### config.mk
export PLATFORM = sky130hd
export DESIGN_NAME = tof_measure_ctrl
export DESIGN_NICKNAME = d
export VERILOG_FILES = /design/src/rtl/tof_measure_ctrl.sv
export SDC_FILE = /design/constraint.sdc
export NUM_CORES = 1
export LEC_CHECK = 0
export ABC_AREA = 1
export CELL_PAD_IN_SITES_DETAIL_PLACEMENT = 1
export CELL_PAD_IN_SITES_GLOBAL_PLACEMENT = 1
export CORE_MARGIN = 3
export CORE_UTILIZATION = 41
export CTS_CLUSTER_DIAMETER = 60
export DETAILED_ROUTE_END_ITERATION = 7
export GPL_TIMING_DRIVEN = 0
export PLACE_DENSITY = 0.83
export SETUP_SLACK_MARGIN = 0.1
export SLEW_MARGIN = 20
export SYNTH_ARGS = -nofsm -noshare
export SYNTH_HDL_FRONTEND = slang
export SYNTH_SLANG_ARGS = --single-unit
### constraint.sdc
create_clock -name clk -period 1.86 [get_ports clk]
set_input_delay 0.372 -clock clk [delete_from_list [all_inputs] [get_ports clk]]
set_output_delay 0.372 -clock clk [all_outputs]
set_load 0.01 [all_outputs]
### src/rtl/tof_measure_ctrl.sv
// Time-of-flight measurement sequencer: fire, blank, listen for an echo, hold off
// until the repetition period ends; results are reported with a valid/ack handshake.
module tof_measure_ctrl #(
    parameter int unsigned CNT_W   = 16,
    parameter int unsigned PULSE_W = 4,
    parameter int unsigned BLANK   = 8,
    parameter int unsigned TIMEOUT = 1000,
    parameter int unsigned PERIOD  = 2000
) (
    input  logic             clk,
    input  logic             rst,
    input  logic             start,
    input  logic             continuous,
    input  logic             trigger_in,
    output logic             tx_pulse,
    output logic             arm,
    output logic             busy,
    output logic [CNT_W-1:0] result,
    output logic             timeout,
    output logic             overrun,
    output logic             result_valid,
    input  logic             result_ack
);

    localparam logic [CNT_W-1:0] PulseLast   = CNT_W'(PULSE_W - 1);
    localparam logic [CNT_W-1:0] BlankLast   = CNT_W'(PULSE_W + BLANK - 1);
    localparam logic [CNT_W-1:0] TimeoutLast = CNT_W'(TIMEOUT - 1);
    localparam logic [CNT_W-1:0] TimeoutVal  = CNT_W'(TIMEOUT);
    localparam logic [CNT_W-1:0] PeriodLast  = CNT_W'(PERIOD - 1);

    typedef enum logic [2:0] {
        StIdle,
        StFire,
        StBlank,
        StListen,
        StHoldoff
    } state_e;

    state_e           state_q, state_d;
    logic [CNT_W-1:0] cnt_q, cnt_d;
    logic             cap;
    logic [CNT_W-1:0] cap_val;
    logic             cap_to;

    logic [CNT_W-1:0] result_d;
    logic             timeout_d, overrun_d, valid_d;

    always_comb begin
        state_d = state_q;
        cnt_d   = cnt_q + 1'b1;
        cap     = 1'b0;
        cap_val = '0;
        cap_to  = 1'b0;
        unique case (state_q)
            StIdle: begin
                cnt_d = '0;
                if (start || continuous) state_d = StFire;
            end
            StFire: begin
                if (cnt_q == PulseLast) state_d = StBlank;
            end
            StBlank: begin
                if (cnt_q == BlankLast) state_d = StListen;
            end
            StListen: begin
                // An echo in the final listen cycle takes priority over the timeout.
                if (trigger_in) begin
                    cap     = 1'b1;
                    cap_val = cnt_q;
                    state_d = StHoldoff;
                end else if (cnt_q == TimeoutLast) begin
                    cap     = 1'b1;
                    cap_val = TimeoutVal;
                    cap_to  = 1'b1;
                    state_d = StHoldoff;
                end
            end
            StHoldoff: begin
                if (cnt_q == PeriodLast) begin
                    cnt_d   = '0;
                    state_d = continuous ? StFire : StIdle;
                end
            end
            default: begin
                cnt_d   = '0;
                state_d = StIdle;
            end
        endcase
    end

    always_comb begin
        result_d  = result;
        timeout_d = timeout;
        overrun_d = overrun;
        valid_d   = result_valid;
        if (result_valid && result_ack) valid_d = 1'b0;
        if (cap) begin
            valid_d   = 1'b1;
            result_d  = cap_val;
            timeout_d = cap_to;
            overrun_d = result_valid && !result_ack;
        end
    end

    // Status outputs are registered from the next state so they line up with it.
    always_ff @(posedge clk or posedge rst) begin
        if (rst) begin
            state_q      <= StIdle;
            cnt_q        <= '0;
            tx_pulse     <= 1'b0;
            arm          <= 1'b0;
            busy         <= 1'b0;
            result       <= '0;
            timeout      <= 1'b0;
            overrun      <= 1'b0;
            result_valid <= 1'b0;
        end else begin
            state_q      <= state_d;
            cnt_q        <= cnt_d;
            tx_pulse     <= (state_d == StFire);
            arm          <= (state_d == StListen);
            busy         <= (state_d != StIdle);
            result       <= result_d;
            timeout      <= timeout_d;
            overrun      <= overrun_d;
            result_valid <= valid_d;
        end
    end

endmodule

==> impl_table.tex <==
\begin{tabular}{lr}
\hline
Metric & Value \\
\hline
\multicolumn{2}{l}{\textbf{Status}} \\
\quad Outcome & complete, no violations \\
\multicolumn{2}{l}{\textbf{STA}} \\
\quad Post-Route Skew & 0.0103 ns \\
\quad Count of endpoints failing setup in the final report & 0 \\
\quad Slew @ Worst Pin & 0.466 ns \\
\quad Shortest period the worst path allows & about 1.7 ns \\
\quad Fraction of the cycle the final worst path needs & 0.893 \\
\quad Pins over their slew limit & 0 \\
\quad Maximum frequency from static timing analysis & 602 MHz \\
\quad Max transition margin & 0.688 \\
\quad RSZ-0062 raised after global routing & false \\
\quad Hold violation total from the final report & 0 \\
\multicolumn{2}{l}{\textbf{Clocking}} \\
\quad Total CTS buffers & 5 \\
\quad H-tree depth & 2 \\
\quad Maximum buffer depth of the clock tree & 2 \\
\quad Cell at the root of the clock tree & sky130\_fd\_sc\_hd\_\_clkbuf\_8 \\
\quad Clock tree from TritonCTS & built \\
\quad Post-CTS clock slew at the launch and capture registers of the worst setup and hold paths & about 0.090 ns \\
\quad Worst-Skew Late Latency & 0.30 ns \\
\quad Num Clock Sinks & 41 \\
\multicolumn{2}{l}{\textbf{Routing}} \\
\quad Via Count & 1733 \\
\quad WL per Instance & 15.4 um \\
\quad Detailed Route WL & 5.32 mm \\
\quad Number of routed nets with antenna violations & 0 \\
\quad Number of DRC violations after detailed-routing iteration 0 & between 70 and 80 \\
\quad Number of vias per cell after detailed routing & about 5.0 \\
\quad Number of search-and-repair iterations in the first detailed-routing pass & 4 \\
\quad DRC violations left & 0 \\
\multicolumn{2}{l}{\textbf{Yosys}} \\
\quad Async set-or-reset flop fraction in the synthesized netlist & 1.00 \\
\quad Count of flip-flops with a built-in enable after synthesis & 0 \\
\quad Synthesized Nets & 247 \\
\quad Sequential cell area fraction in the yosys report & 0.498 \\
\quad Yosys warning count & 0 \\
\quad Synthesized netlist cell count & 239 \\
\quad Dominant register cell in the synthesized netlist & sky130\_fd\_sc\_hd\_\_dfrtp\_1 \\
\quad Number of register bits inferred by synthesis & 41 \\
\quad Number of distinct library cells after synthesis & 29 \\
\quad Average cell area after synthesis & 8.62 um2 \\
\quad Post-synth design cell area & 2060 um2 \\
\multicolumn{2}{l}{\textbf{Finish}} \\
\quad Number of fill cells & between 600 and 700 \\
\quad Fraction of final layout cells with drive strength greater than 1 & 0.187 \\
\quad Sequential Area & 1030 um2 \\
\quad Post-layout instance area & 2590 um2 \\
\quad Area occupied by multi-input gates & 893 um2 \\
\quad Layout overhead on the synthesized area & 25.5\% \\
\quad Commonest cells after routing, fill and taps aside & sky130\_fd\_sc\_hd\_\_nor2\_1 (39), sky130\_fd\_sc\_hd\_\_nand2\_1 (38), sky130\_fd\_sc\_hd\_\_dfrtp\_1 (38), sky130\_fd\_sc\_hd\_\_clkdlybuf4s50\_1 (27), sky130\_fd\_sc\_hd\_\_inv\_1 (24) \\
\quad \# diodes & 0 \\
\quad Most frequent standard cell in the layout excluding fill and tap cells & sky130\_fd\_sc\_hd\_\_nor2\_1 \\
\quad Final nets & 285 \\
\multicolumn{2}{l}{\textbf{Critical path}} \\
\quad Number of cells on the worst reg-to-reg path & 8 \\
\quad Worst stage delay on the critical path & 0.40 ns \\
\quad Max FO, Critical Path & 5 \\
\quad Startpoint class of the critical path & flop \\
\quad Cell with the most instances on the worst path & sky130\_fd\_sc\_hd\_\_nand3\_2 \\
\quad Setup slack of the worst register-to-register path & about 0.2 ns \\
\quad Worst path slowest cell & sky130\_fd\_sc\_hd\_\_dfrtp\_2 \\
\quad Arr. time, crit path & 1.85 ns \\
\quad Reg2Reg Capture Point & cnt\_q[14] \\
\quad Element type at the critical path end & flop \\
\quad R2R Path Start & cnt\_q[0] \\
\quad Classification of the worst setup path & reg2reg \\
\quad Cell breakdown of the critical path & ha\_2 > nand3\_2 > inv\_1 > nand2\_2 > nor2\_2 > nand3\_2 > o21ai\_0 > a21oi\_1 \\
\quad Critical path required time & 2.05 ns \\
\multicolumn{2}{l}{\textbf{Place}} \\
\quad Detailed-placement wirelength estimate & 3.98 mm \\
\quad Final GP Congestion & $\sim$0.85 \\
\quad Placed cell areas & 2430 um2 \\
\quad Count of buffers inserted at the top-level ports & 27 \\
\multicolumn{2}{l}{\textbf{Global routing}} \\
\quad Met2 track utilization from global routing & 0.334 \\
\quad Via count of the first global-routing pass & 1818 \\
\quad Grt ovf & 0 \\
\quad Global routing usage on met3 & 0.0481 \\
\quad Largest net degree at the start of global routing & 25 \\
\quad Antenna violations before repair & 0 \\
\quad Global-route wire length before repair & 8.97 mm \\
\quad Total routing resource utilization after global routing & 0.195 \\
\quad Routing usage on met1 & 0.229 \\
\quad Busiest metal layer after global routing & met2 \\
\multicolumn{2}{l}{\textbf{Die}} \\
\quad Total die area & just under 6000 um2 \\
\quad DIE WIDTH & a little under 80 um \\
\quad Placeable core area & $\sim$4800 um2 \\
\quad Top Ports & 28 \\
\quad Effective utilization at floorplan & 0.431 \\
\quad Number of rows created at floorplan & 25 \\
\quad Vert. Die Dim & 76.9 um \\
\multicolumn{2}{l}{\textbf{Power and ir drop}} \\
\quad Sum of internal, switching and leakage power & 0.00333 W \\
\quad Leakage & 1.19 nW \\
\quad Maximum VDD drop & 0.000786 V \\
\quad Power Density & 1290 nW/um2 \\
\multicolumn{2}{l}{\textbf{Flow run}} \\
\quad Number of max-cap violations & 0 \\
\multicolumn{2}{l}{\textbf{Min path}} \\
\quad Path class of the lowest-slack min-delay path & in2async \\
\hline
\end{tabular}
-- kinds of logic (layout without fill, tap and decap cells) --
group / Yosys count / after routing / share of synthesized area
simple gates: 132 / 132 / 0.320
flops: 41 / 41 / 0.498
buf+inv: 34 / 73 / 0.0735
compound gates: 21 / 21 / 0.0583
xor+xnor: 9 / 9 / 0.0383
fa+ha+maj: 2 / 2 / 0.0121
-- cells in the mapped netlist (2+ instances only) --
cell | n | share of area
sky130_fd_sc_hd__a21oi_1 | 7 | 0.017
sky130_fd_sc_hd__buf_6 | 2 | 0.011
sky130_fd_sc_hd__nand2_1 | 38 | 0.069
sky130_fd_sc_hd__nor2_4 | 3 | 0.016
sky130_fd_sc_hd__inv_2 | 2 | 0.0036
sky130_fd_sc_hd__nor2_1 | 39 | 0.071
sky130_fd_sc_hd__nand4_1 | 3 | 0.0091
sky130_fd_sc_hd__nand2_2 | 7 | 0.021
sky130_fd_sc_hd__nor2_2 | 5 | 0.015
sky130_fd_sc_hd__xnor2_1 | 3 | 0.013
sky130_fd_sc_hd__dfrtp_1 | 41 | 0.50
sky130_fd_sc_hd__o21ai_0 | 6 | 0.015
sky130_fd_sc_hd__o21ai_1 | 3 | 0.0073
sky130_fd_sc_hd__nand3_2 | 6 | 0.029
sky130_fd_sc_hd__inv_1 | 25 | 0.046
sky130_fd_sc_hd__o22a_1 | 3 | 0.013
sky130_fd_sc_hd__buf_2 | 4 | 0.0097
sky130_fd_sc_hd__ha_1 | 2 | 0.012
sky130_fd_sc_hd__nand3_1 | 22 | 0.053
sky130_fd_sc_hd__nor3_1 | 4 | 0.0097
sky130_fd_sc_hd__xor2_1 | 6 | 0.026
-- worst max-delay path: cells and delay by family (launching register included) --
| family | cells | cell delay (ns) |
|---|---|---|
| DFF | 1 | 0.40 |
| buffers and inverters | 1 | 0.11 |
| and+or+nand+nor | 4 | 0.57 |
| adders and majority gates | 1 | 0.23 |
| AOI/OAI and AO/OA | 2 | 0.24 |
-- how the worst max path moves through the flow --
| stage | start | endpoint | cells after the start |
|---|---|---|---|
| final | cnt_q[0] | cnt_q[14] | 8 |
| after global routing | cnt_q[0] | cnt_q[9] | 9 |
| after CTS | cnt_q[1] | cnt_q[12] | 8 |
| after detailed placement | trigger_in | result[11] | 7 |
| after global placement | rst | result[5] | 2 |
| after floorplan | cnt_q[0] | busy | 8 |
-- state kept, by name, indices dropped and copies added, names as in the netlist --
signal and cells:
state_q 3, timeout 1, result 16, tx_pulse 1
arm 1, result_valid 1, overrun 1, busy 1
cnt_q 16
-- routing by layer --
metal	wire [um]	vias up
li1	-	835
met1	2280	850
met2	2660	34
met3	222	14
met4	150	0
met5	0	-
-- final cells by class --
| cell class | instances | area share |
|---|---|---|
| plain buffers | 7 | 0.0194 |
| clock buffers | 5 | 0.0266 |
| clock inverters | 3 | 0.0179 |
| inverters | 27 | 0.0392 |
| multi-input cells | 164 | 0.345 |
| flip-flops and latches | 41 | 0.398 |
| well taps | 67 | 0.0324 |
| repair buffers | 31 | 0.121 |
-- timing repair --
item | 4_1_cts | 5_1_grt
gates resized for setup | 1 | 4
cloned | 0 | 0
setup endpoints to repair | 1 | 17
buffers inserted | 0 | 3
hold buffers | 0 | 0
-- stage by stage --
stage                     utilization  setup WS, ns  hold slack, ns  setup TNS, ns  cells
after floorplan                     -         0.468           0.488              0    239
after global placement          0.505        -0.363           0.482         -14.81    333
after detailed placement        0.509      -0.00364           0.494       -0.00995    334
after CTS                       0.533         0.105           0.380              0    342
after global routing            0.540         0.105           0.403              0    345
final                           0.540         0.199           0.381              0    345
-- where the power goes --
group | internal (W) | switching [W]
clock network | 0.000402 | 0.000329
logic | 0.000632 | 0.000660
registers | 0.00114 | 0.000166
(Power assumes the default switching activity.)
